File: src/rtl/axi_rb_pkg.sv
// Shared types and constants for the AXI read-burst responder.
package axi_rb_pkg;

  localparam int unsigned DataW       = 32;
  localparam int unsigned MaxBeats    = 256;
  localparam int unsigned CreditDepth = 2;
  localparam int unsigned CntW        = $clog2(MaxBeats) + 1;

  typedef enum logic [1:0] {
    BurstFixed = 2'd0,
    BurstIncr  = 2'd1,
    BurstWrap  = 2'd2,
    BurstRsvd  = 2'd3
  } burst_e;

  typedef enum logic [1:0] {
    StIdle,
    StBurst,
    StDrain
  } state_e;

  // Sizes above one word clamp to a 4-byte step.
  function automatic logic [2:0] byte_incr(input logic [2:0] size);
    return (size >= 3'd2) ? 3'd4 : (3'd1 << size);
  endfunction

endpackage

File: src/rtl/axi_rb_skid.sv
// Two-entry valid/ready buffer; an empty buffer forwards the pushed word straight to the head.
module axi_rb_skid #(
  parameter int unsigned Width = 32
) (
  input  logic             clk_i,
  input  logic             rst_i,
  input  logic             push_i,
  input  logic [Width-1:0] push_data_i,
  input  logic             ready_i,
  output logic             valid_o,
  output logic [Width-1:0] data_o,
  output logic [1:0]       count_o
);

  logic [Width-1:0] buf_q [2];
  logic [Width-1:0] buf_d [2];
  logic             wr_ptr_q, wr_ptr_d;
  logic             rd_ptr_q, rd_ptr_d;
  logic [1:0]       count_q, count_d;
  logic             pop, store, deq;

  assign valid_o = (count_q != 2'd0) || push_i;
  assign count_o = count_q;
  assign pop     = valid_o && ready_i;
  // A push that is consumed in the same cycle it arrives never occupies an entry.
  assign store   = push_i && !(pop && (count_q == 2'd0));
  assign deq     = pop && (count_q != 2'd0);

  always_comb begin
    if (count_q != 2'd0) begin
      data_o = buf_q[rd_ptr_q];
    end else if (push_i) begin
      data_o = push_data_i;
    end else begin
      data_o = '0;
    end
  end

  always_comb begin
    buf_d    = buf_q;
    wr_ptr_d = wr_ptr_q;
    rd_ptr_d = rd_ptr_q;
    if (store) begin
      buf_d[wr_ptr_q] = push_data_i;
      wr_ptr_d        = ~wr_ptr_q;
    end
    if (deq) begin
      rd_ptr_d = ~rd_ptr_q;
    end
    count_d = count_q + {1'b0, store} - {1'b0, deq};
  end

  always_ff @(posedge clk_i) begin
    if (rst_i) begin
      buf_q[0] <= '0;
      buf_q[1] <= '0;
      wr_ptr_q <= 1'b0;
      rd_ptr_q <= 1'b0;
      count_q  <= 2'd0;
    end else begin
      buf_q    <= buf_d;
      wr_ptr_q <= wr_ptr_d;
      rd_ptr_q <= rd_ptr_d;
      count_q  <= count_d;
    end
  end

endmodule

File: src/rtl/axi_rb_responder.sv
// AXI read-burst responder: one burst at a time from a synchronous word RAM, credit-limited to 2.
// Optional AXI_RB_RLAST_EN adds s_axi_rlast marking the final beat of each burst.
module axi_rb_responder
  import axi_rb_pkg::*;
#(
  parameter int unsigned ADDR_W = 16,
  parameter int unsigned MEM_AW = 8
) (
  input  logic              clk,
  input  logic              rst,
  input  logic [ADDR_W-1:0] s_axi_araddr,
  input  logic [7:0]        s_axi_arlen,
  input  logic [2:0]        s_axi_arsize,
  input  logic [1:0]        s_axi_arburst,
  input  logic              s_axi_arvalid,
  output logic              s_axi_arready,
  output logic [31:0]       s_axi_rdata,
`ifdef AXI_RB_RLAST_EN
  output logic              s_axi_rlast,
`endif
  output logic              s_axi_rvalid,
  input  logic              s_axi_rready,
  output logic [MEM_AW-1:0] mem_raddr,
  output logic              mem_ren,
  input  logic [31:0]       mem_rdata
);

  state_e            state_q, state_d;
  logic [ADDR_W-1:0] addr_q, addr_d;
  logic [2:0]        incr_q, incr_d;
  logic              fixed_q, fixed_d;
  logic [CntW-1:0]   beats_q, beats_d;
  logic [CntW-1:0]   issued_q, issued_d;
  logic [CntW-1:0]   done_q, done_d;
  logic              inflight_q;
  logic [1:0]        skid_count;
  logic [2:0]        occupancy;
  logic              issue, pop, last_issue;

`ifdef AXI_RB_RLAST_EN
  localparam int unsigned SkidW = DataW + 1;
  logic             last_q;
  logic [SkidW-1:0] skid_in, skid_out;
  assign skid_in     = {last_q, mem_rdata};
  assign s_axi_rdata = skid_out[DataW-1:0];
  assign s_axi_rlast = skid_out[DataW];

  always_ff @(posedge clk) begin
    if (rst) begin
      last_q <= 1'b0;
    end else begin
      last_q <= issue && last_issue;
    end
  end
`else
  localparam int unsigned SkidW = DataW;
  logic [SkidW-1:0] skid_in, skid_out;
  assign skid_in     = mem_rdata;
  assign s_axi_rdata = skid_out;
`endif

  axi_rb_skid #(
    .Width (SkidW)
  ) u_skid (
    .clk_i       (clk),
    .rst_i       (rst),
    .push_i      (inflight_q),
    .push_data_i (skid_in),
    .ready_i     (s_axi_rready),
    .valid_o     (s_axi_rvalid),
    .data_o      (skid_out),
    .count_o     (skid_count)
  );

  assign pop           = s_axi_rvalid && s_axi_rready;
  // A beat leaving this cycle frees its credit for an issue in the same cycle.
  assign occupancy     = {1'b0, skid_count} + {2'b0, inflight_q} - {2'b0, pop};
  assign last_issue    = (issued_q + CntW'(1)) == beats_q;
  assign issue         = (state_q == StBurst) && (issued_q < beats_q) &&
                         (occupancy < 3'(CreditDepth)) && !rst;
  assign mem_ren       = issue;
  assign mem_raddr     = addr_q[MEM_AW+1:2];
  assign s_axi_arready = (state_q == StIdle) && !rst;

  always_comb begin
    state_d  = state_q;
    addr_d   = addr_q;
    incr_d   = incr_q;
    fixed_d  = fixed_q;
    beats_d  = beats_q;
    issued_d = issued_q;
    done_d   = done_q;
    unique case (state_q)
      StIdle: begin
        if (s_axi_arvalid && s_axi_arready) begin
          addr_d   = s_axi_araddr;
          incr_d   = byte_incr(s_axi_arsize);
          fixed_d  = burst_e'(s_axi_arburst) == BurstFixed;
          beats_d  = {1'b0, s_axi_arlen} + CntW'(1);
          issued_d = '0;
          done_d   = '0;
          state_d  = StBurst;
        end
      end
      StBurst: begin
        if (issue && last_issue) state_d = StDrain;
      end
      StDrain: begin
        if (pop && ((done_q + CntW'(1)) == beats_q)) state_d = StIdle;
      end
      default: state_d = StIdle;
    endcase
    if (issue) begin
      issued_d = issued_q + CntW'(1);
      if (!fixed_q) addr_d = addr_q + ADDR_W'(incr_q);
    end
    if (pop) done_d = done_q + CntW'(1);
  end

  always_ff @(posedge clk) begin
    if (rst) begin
      state_q    <= StIdle;
      addr_q     <= '0;
      incr_q     <= 3'd4;
      fixed_q    <= 1'b0;
      beats_q    <= '0;
      issued_q   <= '0;
      done_q     <= '0;
      inflight_q <= 1'b0;
    end else begin
      state_q    <= state_d;
      addr_q     <= addr_d;
      incr_q     <= incr_d;
      fixed_q    <= fixed_d;
      beats_q    <= beats_d;
      issued_q   <= issued_d;
      done_q     <= done_d;
      inflight_q <= issue;
    end
  end

endmodule

File: config.mk
export PLATFORM = sky130hd
export DESIGN_NAME = axi_rb_responder
export DESIGN_NICKNAME = d
export VERILOG_FILES = /design/src/rtl/axi_rb_pkg.sv /design/src/rtl/axi_rb_skid.sv /design/src/rtl/axi_rb_responder.sv
export SDC_FILE = /design/constraint.sdc
export NUM_CORES = 1
export LEC_CHECK = 0
export ABC_AREA = 1
export ABC_CLOCK_PERIOD_IN_PS = 2900
export CAP_MARGIN = 20
export CORE_ASPECT_RATIO = 1.2
export CORE_MARGIN = 4
export CORE_UTILIZATION = 43
export CTS_BUF_LIST = sky130_fd_sc_hd__clkbuf_8
export DETAILED_ROUTE_END_ITERATION = 7
export HOLD_SLACK_MARGIN = 0.15
export PLACE_DENSITY = 0.79
export SYNTH_ARGS = -nofsm -noshare
export SYNTH_HDL_FRONTEND = slang
export SYNTH_SLANG_ARGS = --single-unit
export TNS_END_PERCENT = 30
File: constraint.sdc
create_clock -name clk -period 2.9 [get_ports clk]
set_input_delay 0.29 -clock clk [delete_from_list [all_inputs] [get_ports clk]]
set_output_delay 0.29 -clock clk [all_outputs]
set_load 0.01 [all_outputs]
==> results of run 1 <==
## placed cells by master (no fill, tap or decap), drive strengths merged
master	n
o32ai	1
buf	21
o21ai	130
ha	18
clkinvlp	2
nor2	33
xnor2	1
nand2	180
fa	2
clkbuf	9
and3b	1
inv	98
clkinv	3
nor3	5
dlygate4sd2	1
nand3b	2
a21o	1
a21oi	109
clkdlybuf4s50	98
nand3	119
xor2	17
nand4	7
dfxtp	112
nor3b	1
o21bai	2
or2	4
## metrics by stage
stage	setup WS, ps	hold slack, ps	power [mW]	std cells
2_1_floorplan	89.7	380	2.51	900
5_1_grt	-28.0	353	4.11	1148
4_1_cts	3.62	338	3.85	1147
3_3_place_gp	-397	439	2.96	1130
3_5_place_dp	-423	443	2.98	1130
6_report	141	354	3.83	1148
## registers in the layout, indices dropped and copies added (netlist names), 2 cells and up
signal          count
u_skid.count_o      2
incr_q              3
u_skid.buf_q       64
done_q              9
beats_q             9
state_q             2
addr_q             10
issued_q            9
## worst min-delay path by stage
stage               cells after the start                 to              from
finish                                  2  u_skid.count_o[0]               rst
global route                            2   u_skid.buf_q[51]               rst
CTS                                     2   u_skid.buf_q[54]               rst
detailed placement                      2   u_skid.buf_q[11]  u_skid.buf_q[11]
global placement                        2   u_skid.buf_q[10]  u_skid.buf_q[10]
floorplan                               1         beats_q[0]    s_axi_arlen[0]
## critical path, stage by stage, from the launching register on
cell,delay [ps]
dfxtp_2,350
nor2_4,110
a21oi_2,70
ha_1,290
or2_4,260
fa_2,570
nand3_2,80
nor2_1,90
nand2_1,100
inv_1,60
buf_2,120
## logic make-up (layout without fill, tap and decap cells)
group / count (synthesis) / count (layout) / synth area share
simple gates: 352 / 352 / 0.254
fa+ha+maj: 20 / 20 / 0.0437
xor+xnor: 18 / 18 / 0.0260
buf+inv: 155 / 232 / 0.104
flops: 112 / 112 / 0.369
compound gates: 243 / 243 / 0.203
## area by class of cell
cell class	instances	area [sq um]
Clock inverter	7	47.5
Sequential cell	112	2250
Inverter	96	362
Tap cell	171	214
Timing Repair Buffer	120	1160
Clock buffer	9	124
Multi-Input combinational cell	633	3220
Fill cell	1337	6440
## metal layers
metal,track usage,wire (microns),share of wire
met5,0,0,0
met4,0.0507,248,0.017
met3,0.0306,809,0.054
met2,0.319,7290,0.49
met1,0.233,6560,0.44
## power breakdown
group	switching, mW	internal [mW]
Combinational	0.714	0.539
Clock	0.542	0.315
Sequential	0.0978	1.62
## what timing repair did
item	CTS	global route
gates resized for setup	7	7
setup buffers	1	1
pin swaps	2	6
setup endpoints to repair	1	10
endpoints found under the hold margin	0	0
==> results.cfg, run 1 <==
[synthesis]
synthTopCellsByArea = dfxtp_1 37%, nand2_1 11%, o21ai_0 11%
synth_top_flop_cell = dfxtp_1
yosys.cell_count.top_type = nand2_1
yosysSeqAreaShare = 0.369
syn-num-nets = 985
ys_ff_latch = 112
postSynthAreaPerCell_sq_um = 6.75
yosys_warnings = 0
syn_inst = 900
synth_top_area_cell = dfxtp_1
yosysUniqueCellTypes = 33
yosys-top-cells-count = 179 x nand2_1, 129 x o21ai_0, 118 x nand3_1, 112 x dfxtp_1, 108 x a21oi_1
synth-async-reset-ratio = 0
synth_top_area_frac = 0.369
synth-edff-count = 0
netlist_area_sq_mm = 0.00607

[clocking]
cts_buffer_depth = 2
clk_pin_slew_ps = 100
holdBufCountCts = 0
root_buffer = clkbuf_8
cts_tree = yes
numCtsBuffers = 9
cts_sinks = 112
clkLatencyLatePin_ps = 370
h-tree-depth = 3

[die]
chipHeight_microns = 138
num_rows = 47
fp.dieW_microns = 117
start_util = 0.440
fp.dieArea_sq_mm = 0.0161
pin_count = 108
core_area_sq_mm = 0.0138

[setup_path]
critical_path.endpoint = mem_ren
r2r-end = addr_q[4]
cp.required_ps = 2610
rrSetupSlack_ps = 200
rr_startpoint = u_skid.count_o[1]
start_kind = flip-flop
worstSetupPathType = flip-flop to output pin
ff2ff_path_depth = 13
critPathLaunch = u_skid.count_o[1]
cp_max_fo = 2
crit_arrival_ps = 2470
end_kind = output pin

[final_layout]
final_core_util = 0.534
final_layout_size_suffix_gt1_frac = 0.0614
final_nets = 1057
fin_area_sq_mm = 0.00737
diodes = 0
syn2layout_area_growth_pct = 21.4

[timing]
slew_headroom = 0.582
fmaxAchievable_mhz = 362
drv_slew = 0
tightest_slew_ps = 626
min_period_over_period = 0.952
hold_violations = 0
rsz0062_at_grt = yes
setup_viol = 0
final.setup.tns_ps = 0
fin_crit_ps = 2760
skew_ps = 12.1

[route]
drc_errors = 0
first_pass_iters = 4
vias = 5943
avgRoutedWirePerCell_microns = 13.0
via_per_inst = 5.18
ant_nets = 0
drt_iter0_drc = 304
finalWirelength_microns = 14900

[placement]
hpwl_microns = 10500
port_buffers = 101
placed_area_sq_mm = 0.00717
gp_congestion = 0.906

[power]
leakage_nw = 2.69
ir_drop_mv = 0.287
power_density_mw_per_mm2 = 519

[global_routing]
antenna_found_initial = 0
grt_pass1_wl_microns = 24700
grt_overflow = 0
grt_start_max_net_pins = 68
grt_util_all_layers = 0.184
grt_pass1_vias = 5405

[min_path]
hold_path.class = primary input to flip-flop

[run_status]
status = completed

[job]
drv_cap = 0
No activity file was read; power rests on OpenSTA's default activity.
==> run 2: changes to the inputs <==
- ABC_CLOCK_PERIOD_IN_PS: 2900 -> 3500
- CTS_CLUSTER_DIAMETER: not set -> 200
- PLACE_DENSITY: 0.79 -> 0.76
- clock period: 2.9 -> 3.5 ns (I/O delays scaled with it)
==> run 2 against run 1 <==
Effect of this change: non-clock buffer count down 4; sequential power decreased by 18%; critical endpoint unchanged; first-iteration DRC count rose by 61%; critical path depth grew 3; combinational power is 18% lower; core utilization shrank 0.31 points; highest routed layer unchanged; global-route usage increased by 0.28 points; largest power group unchanged; count of clock-buffer cells in the layout increased by 1; critical path type is now primary input to output pin; die area stayed put; setup slack improved by 360 ps; wire length grew 0.48%; cell area decreased by 0.58%.
==> results.cfg, run 2 (synthesis gave the netlist of run 1 again) <==
[run_status]
status = completed

[power]
clockPowerShare = 0.233
leakage_nw = 2.67
p_sw_frac = 0.354
ir_drop_mv = 0.258
switching_power_mw = 1.12
seqPwrFrac = 0.446
p_int_mw = 2.05
power_density_mw_per_mm2 = 432
p_comb_frac = 0.321

[global_routing]
grt_overflow = 0
antenna_found_initial = 0
use_met1 = 0.245
busiest_layer = met2
grt_start_max_net_pins = 68
grt_util_all_layers = 0.187
grt_pass1_vias = 5471
grt_util_met2 = 0.314
use_met3 = 0.0306
grt_pass1_wl_microns = 25200

[final_layout]
final_common_cell = nand2_1
largest_register_ffs = 64
syn2layout_area_growth_pct = 20.7
largest-register = u_skid.buf_q
final_cells = 1143
final_nets = 1053
final_layout_size_suffix_gt1_frac = 0.0525
diodes = 0
final_cell_mix = 179 x nand2_1, 129 x o21ai_0, 118 x nand3_1, 110 x dfxtp_1, 107 x a21oi_1
reg.largest.list = u_skid.buf_q x64, addr_q x10
fillCellCount = 1353

[clocking]
root_buffer = clkbuf_8
clk_pin_slew_ps = 110
cts_buffer_depth = 2
cts_sinks = 112
numCtsBuffers = 9
clkLatencyLatePin_ps = 380
cts_tree = yes
h-tree-depth = 3

[timing]
fin_crit_ps = 3000
fmaxAchievable_mhz = 333
hold_slack_ps = 252
rsz0062_at_grt = no
hold_violations = 0
final.setup.tns_ps = 0
tightest_slew_ps = 627
min_period_over_period = 0.858
slew_headroom = 0.581
skew_ps = 16.0
drv_slew = 0
setup_viol = 0

[die]
core_area_sq_mm = 0.0138
fp.dieW_microns = 117
chipHeight_microns = 138
fp.dieArea_sq_mm = 0.0161
num_rows = 47
pin_count = 108
start_util = 0.440

[route]
drt_iter0_drc = 488
finalWirelength_microns = 15000
drc_errors = 0
vias = 5948
first_pass_iters = 6
avgRoutedWirePerCell_microns = 13.1
via_per_inst = 5.20
ant_nets = 0

[setup_path]
end_kind = output pin
worstSetupPathType = primary input to output pin
cp_max_fo = 2
crit_arrival_ps = 2650
start_kind = primary input
cp.required_ps = 3150

[placement]
placed_cells = 1128
hpwl_microns = 10100
gp_congestion = 0.871
port_buffers = 101

[min_path]
hold_path.class = primary input to flip-flop

[job]
drv_cap = 0
[run 2: layout make-up]
class,instances,area (sq um),share of cell area
multi-input cells,633,3210,0.438
flip-flops and latches,112,2240,0.306
repair buffers,116,1120,0.153
inverters,96,362,0.0493
well taps,171,214,0.0292
clock buffers,10,138,0.0188
clock inverters,5,41.3,0.00563
[run 2: critical path: stages]
cell and delay, ps:
clkdlybuf4s50_1 510, inv_1 70, a21oi_2 130, ha_1 240, or2_2 300, fa_1 370, xor2_1 190, inv_1 60
nand2_1 50, nor2_1 30, nand2_1 120, inv_1 50, dlymetal6s2s_1 160
[run 2: layer usage]
layer | vias up | routed length, microns
met1 | 2657 | 6860
met5 | - | 0
met3 | 23 | 767
li1 | 3117 | -
met4 | 0 | 245
met2 | 151 | 7110
[run 2: stage by stage]
stage,area [sq um],utilization,worst slack [ps],total power [mW]
floorplan,6070,-,671,2.08
global placement,7150,0.517,71.4,2.45
detailed placement,7150,0.517,64.4,2.46
CTS,7320,0.530,28.8,3.20
global route,7330,0.531,357,3.40
finish,7330,0.531,498,3.17
[run 2: repair_timing]
action                                  4_1_cts  5_1_grt
endpoints found under the setup margin        0        1
hold buffers                                  0        0
buffers inserted                              0        0
gates resized for setup                       0        3
[run 2: worst paths after layout]
kind | startpoint | slack, ps | cells past startpoint | to
setup / recovery | s_axi_rready | 500 | 13 | mem_ren
hold / removal | rst | 250 | 2 | state_q[1]
setup reg to reg | u_skid.count_o[1] | 730 | 15 | addr_q[1]
hold reg to reg | u_skid.buf_q[14] | 460 | 2 | u_skid.buf_q[14]
[run 2: power groups by stage]
| stage | Combinational [mW] | Clock [mW] | Sequential, mW |
|---|---|---|---|
| floorplan | 0.667 | 0 | 1.41 |
| global route | 1.16 | 0.810 | 1.42 |
| CTS | 1.03 | 0.762 | 1.41 |
| finish | 1.02 | 0.738 | 1.41 |
| global placement | 1.01 | 0 | 1.44 |
| detailed placement | 1.02 | 0 | 1.44 |
